`src/rtl/rv_fetch_pkg.sv`:
```
// Shared definitions for the instruction fetch slice.
//   XLEN / INSTR_WIDTH : address and instruction widths
//   INSTR_BYTES        : PC increment per sequential fetch
//   NOP                : canonical RV32 no-op (addi x0, x0, 0)
//   fetch_state_e      : fetch FSM states
//   fetch_entry_t      : {PC, instruction} payload held in the fetch buffer
package rv_fetch_pkg;

    localparam int XLEN        = 32;
    localparam int INSTR_WIDTH = 32;

    localparam logic [XLEN-1:0]        INSTR_BYTES = 32'd4;
    localparam logic [INSTR_WIDTH-1:0] NOP         = 32'h0000_0013;

    typedef enum logic {
        RUN  = 1'b0,
        HALT = 1'b1
    } fetch_state_e;

    typedef struct packed {
        logic [XLEN-1:0]        pc;
        logic [INSTR_WIDTH-1:0] instr;
    } fetch_entry_t;

endpackage

```
`src/rtl/fetch_fifo.sv`:
```
// Synchronous FIFO holding fetched {PC, instruction} entries.
//   i_clk, i_rst   : clock, synchronous active-high reset (empties the FIFO)
//   i_flush        : drop all entries (lower priority than reset)
//   i_push/i_wdata : write an entry at the tail
//   i_pop          : remove the head entry
//   o_rdata        : head entry, all zeros while empty
//   o_full/o_empty : occupancy flags
// Push while full is only legal together with a pop in the same cycle.
module fetch_fifo
    import rv_fetch_pkg::*;
#(
    parameter int DEPTH = 2
) (
    input  logic         i_clk,
    input  logic         i_rst,
    input  logic         i_flush,
    input  logic         i_push,
    input  fetch_entry_t i_wdata,
    input  logic         i_pop,
    output fetch_entry_t o_rdata,
    output logic         o_full,
    output logic         o_empty
);

    localparam int AW = $clog2(DEPTH);
    localparam logic [AW:0] PTR_ONE = {{AW{1'b0}}, 1'b1};

    // Pointers carry one extra bit so full and empty are distinguishable
    // when the index bits match.
    logic [AW:0]  wr_q, wr_d;
    logic [AW:0]  rd_q, rd_d;
    fetch_entry_t mem_q [DEPTH];
    fetch_entry_t mem_d [DEPTH];

    assign o_empty = (wr_q == rd_q);
    assign o_full  = (wr_q[AW] != rd_q[AW]) && (wr_q[AW-1:0] == rd_q[AW-1:0]);
    assign o_rdata = o_empty ? '0 : mem_q[rd_q[AW-1:0]];

    always_comb begin
        mem_d = mem_q;
        wr_d  = wr_q;
        rd_d  = rd_q;
        if (i_flush) begin
            wr_d = '0;
            rd_d = '0;
        end else begin
            if (i_push) begin
                mem_d[wr_q[AW-1:0]] = i_wdata;
                wr_d = wr_q + PTR_ONE;
            end
            if (i_pop) begin
                rd_d = rd_q + PTR_ONE;
            end
        end
    end

    always_ff @(posedge i_clk) begin
        if (i_rst) begin
            wr_q <= '0;
            rd_q <= '0;
        end else begin
            wr_q <= wr_d;
            rd_q <= rd_d;
        end
        mem_q <= mem_d;
    end

endmodule

```
`src/rtl/instruction_fetch_unit.sv`:
```
// Fetch stage: owns the PC, drives the instruction memory address, buffers
// fetched {PC, instruction} pairs and hands them to decode.
//   i_clk, i_rst            : clock, synchronous active-high reset
//   o_Addr / i_Instruction  : memory address (== PC) and same-cycle read data
//   i_Redirect(_Addr)       : flush the buffer and load a new PC
//   o_Valid / i_Ready       : handshake toward decode
//   o_Instruction / o_PC    : head-of-buffer entry (zero while empty)
//   o_Misaligned            : last redirect target was not word aligned;
//                             fetch stays halted until an aligned redirect
module instruction_fetch_unit
    import rv_fetch_pkg::*;
#(
    parameter logic [31:0] RESET_PC   = 32'h0000_0000,
    parameter int          FIFO_DEPTH = 2
) (
    input  logic        i_clk,
    input  logic        i_rst,
    output logic [31:0] o_Addr,
    input  logic [31:0] i_Instruction,
    input  logic        i_Redirect,
    input  logic [31:0] i_Redirect_Addr,
    output logic        o_Valid,
    input  logic        i_Ready,
    output logic [31:0] o_Instruction,
    output logic [31:0] o_PC,
    output logic        o_Misaligned
);

    fetch_state_e    state_q, state_d;
    logic [XLEN-1:0] pc_q, pc_d;

    logic         fifo_push, fifo_pop, fifo_full, fifo_empty;
    fetch_entry_t wr_entry, head;

    assign o_Addr        = pc_q;
    assign o_Valid       = !fifo_empty;
    assign o_Instruction = head.instr;
    assign o_PC          = head.pc;
    assign o_Misaligned  = (state_q == HALT);
    assign wr_entry      = '{pc: pc_q, instr: i_Instruction};

    always_comb begin
        state_d   = state_q;
        pc_d      = pc_q;
        fifo_push = 1'b0;
        // A redirect flushes the buffer, so the head it would have popped
        // and the word fetched this cycle are both discarded.
        fifo_pop  = o_Valid && i_Ready && !i_Redirect;
        if (i_Redirect) begin
            pc_d    = i_Redirect_Addr;
            state_d = (i_Redirect_Addr[1:0] != 2'b00) ? HALT : RUN;
        end else if (state_q == RUN) begin
            // A slot frees up this edge if decode takes the head.
            fifo_push = !fifo_full || fifo_pop;
            if (fifo_push) begin
                pc_d = pc_q + INSTR_BYTES;
            end
        end
    end

    always_ff @(posedge i_clk) begin
        if (i_rst) begin
            state_q <= RUN;
            pc_q    <= RESET_PC;
        end else begin
            state_q <= state_d;
            pc_q    <= pc_d;
        end
    end

    fetch_fifo #(
        .DEPTH (FIFO_DEPTH)
    ) u_fifo (
        .i_clk   (i_clk),
        .i_rst   (i_rst),
        .i_flush (i_Redirect),
        .i_push  (fifo_push),
        .i_wdata (wr_entry),
        .i_pop   (fifo_pop),
        .o_rdata (head),
        .o_full  (fifo_full),
        .o_empty (fifo_empty)
    );

endmodule
```
`config.mk`:
```
export PLATFORM = sky130hd
export DESIGN_NAME = instruction_fetch_unit
export DESIGN_NICKNAME = d
export VERILOG_FILES = /design/src/rtl/rv_fetch_pkg.sv /design/src/rtl/fetch_fifo.sv /design/src/rtl/instruction_fetch_unit.sv
export SDC_FILE = /design/constraint.sdc
export NUM_CORES = 1
export LEC_CHECK = 0
export BUFFER_PORTS_ARGS = -buffer_cell sky130_fd_sc_hd__buf_2
export CORE_ASPECT_RATIO = 1.25
export CORE_MARGIN = 3
export CORE_UTILIZATION = 58
export DETAILED_ROUTE_END_ITERATION = 16
export GPL_TIMING_DRIVEN = 0
export PLACE_DENSITY = 0.85
export SYNTH_ARGS = -nofsm -noshare
export SYNTH_HDL_FRONTEND = slang
export SYNTH_SLANG_ARGS = --single-unit
```
`constraint.sdc`:
```
create_clock -name i_clk -period 19.5 [get_ports i_clk]
set_input_delay 1.95 -clock i_clk [delete_from_list [all_inputs] [get_ports i_clk]]
set_output_delay 1.95 -clock i_clk [all_outputs]
set_load 0.01 [all_outputs]
```
==> impl_metrics.json, run 1 <==
{
  "path_common_cell": "nor2_1",
  "p_int_uw": 625,
  "p_clk_share_pct": 38.6,
  "core_area_um2": 11700,
  "synth_nets": 609,
  "path_clk_slew_ps": 60,
  "numCtsBuffers": 17,
  "swShare_pct": 23.8,
  "crit_path_cell_trace": "xor2_1, buf_4, nor2_1, clkbuf_1, buf_1, nor2_1, buf_2",
  "seq_power_share_pct": 50.5,
  "grt_pass1_wl_um": 26300,
  "cap_violations": 0,
  "dr.pass1.iters": 5,
  "post-route-cell-area_um2": 8740,
  "synth.most_common_cell": "edfxtp_1",
  "finalCriticalPeriod_ps": 4540,
  "skew_ps": 12.0,
  "post-cts-setup-buffers": 0,
  "hold_buffers": 0,
  "gr-usage-met2_pct": 43.1,
  "status": "completed",
  "synthCells": 540,
  "tns_ps": 0,
  "drive_above_1_share_pct": 29.0,
  "powerDensity_nw_per_um2": 93.8,
  "rsz0062_at_grt": "no",
  "start_util_pct": 59.8,
  "avgSynthCellArea_um2": 13.0,
  "p_leak_nw": 3.25,
  "yosys.area.top_type_share_pct": 54.8,
  "power_frac_comb_pct": 10.9,
  "num_antenna_cells": 0,
  "drcViolationCount": 0,
  "slew_headroom_pct": 40.4,
  "placed_cell_area_um2": 8180,
  "cpPeakStageDelay_ps": 520,
  "gr-usage-met3_pct": 6.52,
  "clk_path_buf_depth": 2,
  "critPathMaxFanout": 10,
  "ys_types": 39,
  "hold_violations": 0,
  "gr-max-usage-layer": "met2",
  "antenna_found_initial": 1,
  "h-tree-depth": 4,
  "area_growth_pct": 24.7,
  "cts_tree": "built",
  "ys_seq_area_share_pct": 65.4,
  "routabilityCongestion": 0.875,
  "crit_arrival_ps": 2590,
  "overflow": 0,
  "die_h_um": 129,
  "met1_usage_pct": 29.4,
  "finalNonFillerCells": 909,
  "drv_slew": 0,
  "ys_ff_latch": 165,
  "cp-start-kind": "flop",
  "grt_pass1_vias": 5354,
  "vias": 5352,
  "vias_per_cell": 5.89,
  "clk_latency_ps": 420,
  "irDropWorstVdd_mv": 0.0605,
  "period_share_pct": 23.3,
  "dr.first_iter.drc_count": 482,
  "min_from": "o_Addr[1]",
  "io_pins": 166,
  "cp_slowest_cell": "buf_1",
  "synthTopCellsByArea": "edfxtp_1 55%, dfxtp_1 11%, mux2i_1 9.4%",
  "power_switching_uw": 196,
  "setup.worst_path.class": "reg -> out",
  "yosys.area.top_type": "edfxtp_1",
  "cts_sinks": 165,
  "dieArea_um2": 13500,
  "synth_edf_count": 128,
  "min_path_type": "reg -> reg",
  "wl_per_cell_um": 18.4,
  "synth_ff_type": "edfxtp_1",
  "totalWireLength_um": 16700,
  "track_usage_pct": 24.8,
  "tightest_slew_ps": 889,
  "crit_path_start": "u_fifo.wr_q[1]",
  "hpwl_um": 11800,
  "holdWs_ps": 512,
  "syn-cell-area_um2": 7010,
  "synth_warnings": 0,
  "finalSetupViolations": 0,
  "end_kind": "output pin",
  "postRouteAntennaNets": 0,
  "portBuffers": 165,
  "num_rows": 44,
  "timing.rr.start": "u_fifo.wr_q[1]",
  "crit_required_ps": 17550,
  "ctsResizeCount": 0,
  "ys_top_cells_by_count": "128 x edfxtp_1, 88 x nor2_1, 66 x mux2i_1, 37 x dfxtp_1, 21 x clkbuf_1",
  "layout.nets": 804,
  "synth-async-reset-ratio_pct": 0,
  "dp_cells": 877,
  "die_width_um": 104,
  "fmax_mhz": 220,
  "cts_root_buffer": "clkbuf_16",
  "grt_max_degree": 17
}
-- power by group through the flow --
stage | Clock (mW) | Sequential, mW | Combinational (mW)
after CTS | 0.321 | 0.414 | 0.0896
after global routing | 0.335 | 0.416 | 0.0975
after floorplan | 0 | 0.421 | 0.0471
after detailed placement | 0 | 0.421 | 0.0889
after global placement | 0 | 0.423 | 0.0827
final | 0.317 | 0.414 | 0.0893
-- layer usage --
| metal | up-vias | wire length [um] |
|---|---|---|
| met5 | - | 7 |
| met4 | 2 | 350 |
| met3 | 34 | 1370 |
| met2 | 291 | 8550 |
| met1 | 2562 | 6430 |
| li1 | 2463 | - |
-- sequential cells by signal, indices dropped and copies added, names as in the netlist --
signal	cells
u_fifo.mem_q	128
o_Addr	32
u_fifo.rd_q	2
u_fifo.wr_q	2
o_Misaligned	1
-- cell usage in the layout, fill, tap and decap left out, types with 8 or more instances in the layout --
cell	count
buf_1	10
nand3_1	10
clkbuf_1	23
buf_2	169
o31ai_1	11
nand2_1	13
o21ai_0	8
clkbuf_16	17
a31oi_1	11
or3_1	12
buf_6	9
or4_1	14
edfxtp_1	128
and2_1	9
nor2_1	88
mux2i_1	66
inv_1	10
o311ai_0	8
and4_1	8
dfxtp_1	37
a311oi_1	18
-- kinds of logic (layout without fill, tap and decap cells) --
kind of cell	Yosys count	count (layout)	synth area share, %
mux	66	66	9.42
flops	165	165	65.4
simple gates	173	173	12.3
fa+ha+maj	1	1	0.178
buf+inv	48	256	2.86
compound gates	79	79	8.76
xor+xnor	8	8	1.11
-- final timing paths --
| kind | slack (ps) | cells after the start | end |
|---|---|---|---|
| hold reg to reg | 510 | 0 | u_fifo.mem_q[97] |
| hold / removal | 510 | 0 | u_fifo.mem_q[97] |
| setup / recovery | 14960 | 7 | o_PC[6] |
| setup reg to reg | 16710 | 7 | u_fifo.mem_q[59] |
-- through the flow --
step | total power, mW | utilization (%) | setup WS, ps
after floorplan | 0.468 | - | 11930
after global placement | 0.505 | 68.6 | 9600
after detailed placement | 0.510 | 69.7 | 15030
after CTS | 0.824 | 74.6 | 14970
after global routing | 0.849 | 74.6 | 14770
final | 0.820 | 74.6 | 14960
-- area by class of cell --
cell class | instances | area [um2]
Inverter | 10 | 37.5
Sequential cell | 165 | 4580
Clock inverter | 13 | 134
Multi-Input combinational cell | 327 | 2240
Buffer | 38 | 163
Timing Repair Buffer | 176 | 953
Tap cell | 161 | 201
Clock buffer | 19 | 433
Fill cell | 796 | 2980
-- worst max-delay path: cells and delay by family, from the launching register on --
kind,cells,cell delay [ps]
and+or+nand+nor,2,340
DFF,1,330
xor gates and xnor gates,1,180
buffers and inverters,4,1320
(Power assumes the default switching activity.)
==> run 2, diff against run 1 <==
Settings changed: ABC_AREA set to 1, CORE_UTILIZATION 58 to 49, PLACE_DENSITY 0.85 to 0.76.
Clock period 19.5 ns to 3.7 ns, I/O delays scaled along.
==> impl_metrics.json, run 2 <==
{
  "seq_power_share_pct": 49.7,
  "swShare_pct": 24.6,
  "finalSetupViolations": 0,
  "post-route-cell-area_um2": 9040,
  "slew_headroom_pct": 53.7,
  "hold_buffers": 0,
  "synth.most_common_cell": "nand2_1",
  "die_width_um": 115,
  "register_area_um2": 4580,
  "end_kind": "output pin",
  "post-cts-setup-buffers": 0,
  "die_h_um": 142,
  "num_antenna_cells": 0,
  "dr.pass1.iters": 7,
  "cts_sinks": 165,
  "fmax_mhz": 411,
  "routabilityCongestion": 0.936,
  "tightest_slew_ps": 693,
  "synth_nets": 850,
  "path_common_cell": "buf_2",
  "dr.first_iter.drc_count": 541,
  "totalWireLength_um": 19100,
  "skew_ps": 10.2,
  "grt_pass1_vias": 5795,
  "ctsResizeCount": 0,
  "synth_ff_type": "edfxtp_1",
  "status": "completed",
  "hpwl_um": 13400,
  "total_power_mw": 4.44,
  "hold_violations": 0,
  "tns_ps": 0,
  "overflow": 0,
  "path_clk_slew_ps": 60,
  "crit_arrival_ps": 2060,
  "synth_warnings": 0,
  "drive_above_1_share_pct": 23.9,
  "ys_seq_area_share_pct": 62.8,
  "io_pins": 166,
  "synth-async-reset-ratio_pct": 0,
  "min_path_type": "in -> reg",
  "h-tree-depth": 4,
  "vias_per_cell": 5.27,
  "rr_endpoint": "u_fifo.mem_q[90]",
  "power_frac_comb_pct": 10.4,
  "cpPeakStageDelay_ps": 370,
  "cap_violations": 0,
  "area_growth_pct": 23.8,
  "min_from": "i_Instruction[11]",
  "core_area_um2": 14500,
  "min_path_cells": 1,
  "crit_required_ps": 3330,
  "clk_latency_ps": 420,
  "finalCriticalPeriod_ps": 2430,
  "reg2reg_slack_ps": 1280,
  "nFillCells": 1235,
  "num_rows": 49,
  "layout.nets": 1036,
  "critPathMaxFanout": 10,
  "synthCells": 781,
  "multi_input_area_um2": 2350,
  "cts_root_buffer": "clkbuf_16",
  "grt_pass1_wl_um": 29400,
  "wl_per_cell_um": 16.5,
  "numCtsBuffers": 17,
  "final_cell_mix": "259 x nand2_1, 174 x buf_2, 128 x edfxtp_1, 88 x a21oi_1, 85 x nor2_1",
  "irDropWorstVdd_mv": 0.311,
  "drcViolationCount": 0,
  "rsz0062_at_grt": "no",
  "dieArea_um2": 16400,
  "ys_top_cells_by_count": "259 x nand2_1, 128 x edfxtp_1, 88 x a21oi_1, 87 x nor2_1, 45 x inv_1",
  "top_register": "u_fifo.mem_q",
  "rr_worst_depth": 8,
  "yosys.area.top_type": "edfxtp_1",
  "portBuffers": 163,
  "synthTopCellsByArea": "edfxtp_1 53%, nand2_1 13%, dfxtp_1 10%",
  "yosys.area.top_type_share_pct": 52.7,
  "p_leak_nw": 3.77,
  "powerDensity_nw_per_um2": 491,
  "clk_path_buf_depth": 2,
  "largest_register_ffs": 128,
  "cp-start-kind": "flop",
  "power_switching_mw": 1.09,
  "cts_tree": "built",
  "drv_slew": 0,
  "postRouteAntennaNets": 0,
  "antenna_found_initial": 0,
  "start_util_pct": 50.4,
  "avgSynthCellArea_um2": 9.35,
  "period_share_pct": 65.7,
  "timing.rr.start": "u_fifo.wr_q[0]",
  "p_int_mw": 3.35,
  "grt_max_degree": 27,
  "setup.worst_path.class": "reg -> out",
  "p_clk_share_pct": 39.9,
  "vias": 6097,
  "syn-cell-area_um2": 7300,
  "placed_cell_area_um2": 8440,
  "ys_ff_latch": 165,
  "synth_edf_count": 128,
  "track_usage_pct": 23.2,
  "final_common_cell": "nand2_1",
  "hold_path_end": "u_fifo.mem_q[11]",
  "crit_path_cell_trace": "inv_1, nand2_1, a21oi_1, buf_2, buf_2, a21oi_1, buf_2",
  "cp_slowest_cell": "dfxtp_1",
  "ys_types": 33
}
-- run 2: worst max path at each step --
stage                     slack (ps)      startpoint                 to
after floorplan                  590      i_Redirect  u_fifo.mem_q[100]
after global placement          -500      i_Redirect  u_fifo.mem_q[126]
after detailed placement        1320      i_Redirect   u_fifo.mem_q[90]
after CTS                       1230  u_fifo.wr_q[0]  o_Instruction[27]
after global routing            1050  u_fifo.wr_q[0]           o_PC[17]
final                           1270  u_fifo.wr_q[0]            o_PC[8]
-- run 2: power groups by stage --
stage,registers (mW),clock network (mW),logic (mW)
global placement,2.24,0,0.434
global route,2.22,1.87,0.511
floorplan,2.23,0,0.244
detailed placement,2.24,0,0.461
CTS,2.20,1.78,0.465
finish,2.21,1.77,0.462
-- run 2: worst max-delay path: cells and delay by family, from the launching register on --
| kind | cells | cell delay [ps] |
|---|---|---|
| buf+inv | 4 | 870 |
| compound gates | 2 | 330 |
| simple gates | 1 | 90 |
| flops | 1 | 370 |
-- run 2: final cells by class --
type,instances,share of cell area [%]
Clock buffer,23,5.66
Clock inverter,9,0.969
Multi-Input combinational cell,531,26.0
Tap cell,178,2.46
Buffer,35,2.06
Sequential cell,165,50.7
Timing Repair Buffer,167,9.99
Inverter,50,2.10
-- run 2: metrics by stage --
step | hold slack [ps] | utilization (%) | instances | setup WS [ps]
floorplan | 454 | - | 781 | 594
global placement | 471 | 57.7 | 1122 | -495
detailed placement | 478 | 58.3 | 1126 | 1320
CTS | 130 | 62.5 | 1158 | 1230
global route | 128 | 62.5 | 1158 | 1050
finish | 139 | 62.5 | 1158 | 1270
-- run 2: logic make-up after synthesis --
logic type | Yosys count | share of synthesized area [%]
adder cells (fa/ha/maj) | 1 | 0.171
AO/OA/AOI/OAI | 120 | 8.48
XOR/XNOR | 8 | 0.960
AND/OR/NAND/NOR | 402 | 22.4
buffers and inverters | 85 | 5.16
flip-flops | 165 | 62.8
-- run 2: layer usage --
layer	GRT usage (%)	vias to the layer above	part of all wire [%]
met5	0	-	0
met4	8.53	0	2.6
met3	4.51	36	6.9
met2	41.2	243	52
met1	27.7	2847	39
li1	-	2971	-
==> run 3, diff against run 2 <==
Settings changed: ABC_AREA 1 to 0, CORE_UTILIZATION 49 to 54, PLACE_DENSITY 0.76 to 0.8.
Clock period 3.7 ns to 2.5 ns, I/O delays scaled along.
==> impl_metrics.json, run 3 (synthesis gave the netlist of run 1 again) <==
{
  "antenna_found_initial": 1,
  "cp-start-kind": "flop",
  "dr.pass1.iters": 8,
  "h-tree-depth": 4,
  "tightest_slew_ps": 832,
  "dieArea_um2": 14400,
  "vias_per_cell": 5.90,
  "rsz0062_at_grt": "no",
  "postRouteAntennaNets": 0,
  "finalCriticalPeriod_ps": 2420,
  "grt_pass1_wl_um": 26700,
  "layout.nets": 799,
  "post-cts-setup-buffers": 0,
  "grt_pass1_vias": 5283,
  "final_common_cell": "buf_2",
  "overflow": 0,
  "top_register": "u_fifo.mem_q",
  "start_util_pct": 56.3,
  "status": "completed",
  "multi_input_area_um2": 2270,
  "track_usage_pct": 24.1,
  "powerDensity_nw_per_um2": 724,
  "final_cell_mix": "176 x buf_2, 128 x edfxtp_1, 88 x nor2_1, 66 x mux2i_1, 36 x dfxtp_1",
  "vias": 5354,
  "skew_ps": 7.10,
  "hpwl_um": 12000,
  "hold_violations": 0,
  "cts_sinks": 165,
  "end_kind": "flop",
  "power_switching_mw": 1.61,
  "grt_max_degree": 22,
  "total_power_mw": 6.40,
  "finalSetupViolations": 0,
  "worst_slack_ps": 83.2,
  "clk_path_buf_depth": 2,
  "slew_headroom_pct": 44.5,
  "p_clk_share_pct": 38.2,
  "routabilityCongestion": 0.873,
  "drcViolationCount": 0,
  "largest_register_ffs": 128,
  "critPathMaxFanout": 21,
  "crit_arrival_ps": 2540,
  "p_leak_nw": 3.30,
  "area_growth_pct": 26.1,
  "tns_ps": 0,
  "path_clk_slew_ps": 70,
  "drv_slew": 0,
  "wl_per_cell_um": 19.1,
  "nFillCells": 899,
  "die_h_um": 133,
  "drive_above_1_share_pct": 30.7,
  "io_pins": 166,
  "period_share_pct": 96.7,
  "num_rows": 45,
  "dp_slack_ps": 113,
  "irDropWorstVdd_mv": 0.463,
  "dr.first_iter.drc_count": 401,
  "fmax_mhz": 414,
  "cap_violations": 0,
  "portBuffers": 165,
  "crit_required_ps": 2620,
  "clk_latency_ps": 420,
  "numCtsBuffers": 17,
  "seq_power_share_pct": 50.5,
  "p_int_mw": 4.79,
  "cts_tree": "built",
  "die_width_um": 108,
  "core_area_um2": 12400,
  "power_frac_comb_pct": 11.4,
  "cts_root_buffer": "clkbuf_16",
  "totalWireLength_um": 17400,
  "swShare_pct": 25.2,
  "register_area_um2": 4590,
  "min_path_type": "in -> reg",
  "setup.worst_path.class": "reg -> reg"
}
[run 3: cell types whose count changed in the layout (fill, tap and decap cells not counted), sizes merged, moves of 8 or more]
cell	change
or3	+12
or4	+14
o31ai	+11
mux2i	+66
nand3	-24
and4	+8
o311ai	+8
o21ai	-20
a21oi	-88
inv	-39
a31oi	+11
nand2	-249
a311oi	+18
[run 3: per-stage QoR]
step	hold WS (ps)	instance area (um2)	instances	utilization, %
CTS	4.96	8840	907	71.1
global route	6.24	8840	908	71.0
floorplan	349	7070	540	-
detailed placement	444	8260	875	66.4
global placement	440	8100	869	65.1
finish	17.0	8840	908	71.0
[run 3: repair_timing]
action                                  CTS  global route
hold buffers                              0             0
endpoints found under the setup margin   50            30
pin swaps                                 0             0
gates resized for setup                   9             4
[run 3: cell type report]
type                    instances  share of cell area [%]
flip-flops and latches        165                    51.9
multi-input cells             327                    25.7
repair buffers                171                    11.2
clock buffers                  20                    5.28
well taps                     164                    2.32
plain buffers                  38                    2.09
clock inverters                12                    1.09
inverters                      10                   0.425
diodes                          1                  0.0283
[run 3: worst paths after layout]
kind                            depth (start not counted)               end               from  slack, ps
worst min register to register                          0  u_fifo.mem_q[32]          o_Addr[0]        490
worst max-delay path                                    7  u_fifo.mem_q[34]     u_fifo.wr_q[1]         80
worst max register to register                          7  u_fifo.mem_q[34]     u_fifo.wr_q[1]         80
worst min-delay path                                    1  u_fifo.mem_q[86]  i_Instruction[22]         20
[run 3: routing by layer]
layer / wire, um / GRT usage [%]
met4: 387 / 9.61
met5: 0 / 0
met3: 1290 / 4.51
met1: 6800 / 29.7
met2: 8870 / 41.6
[run 3: power groups by stage]
stage	combinational [mW]	sequential [mW]	clock [mW]
6_report	0.729	3.23	2.44
3_3_place_gp	0.660	3.28	0
3_5_place_dp	0.724	3.29	0
4_1_cts	0.732	3.23	2.47
2_1_floorplan	0.380	3.27	0
5_1_grt	0.790	3.24	2.59
[run 3: critical path, cell delays in order, from the launching register on]
cell and delay [ps]:
dfxtp_2 340, xor2_1 180, buf_4 190, a31o_4 260
clkbuf_8 180, nor3_4 530, buf_16 250, buf_16 180
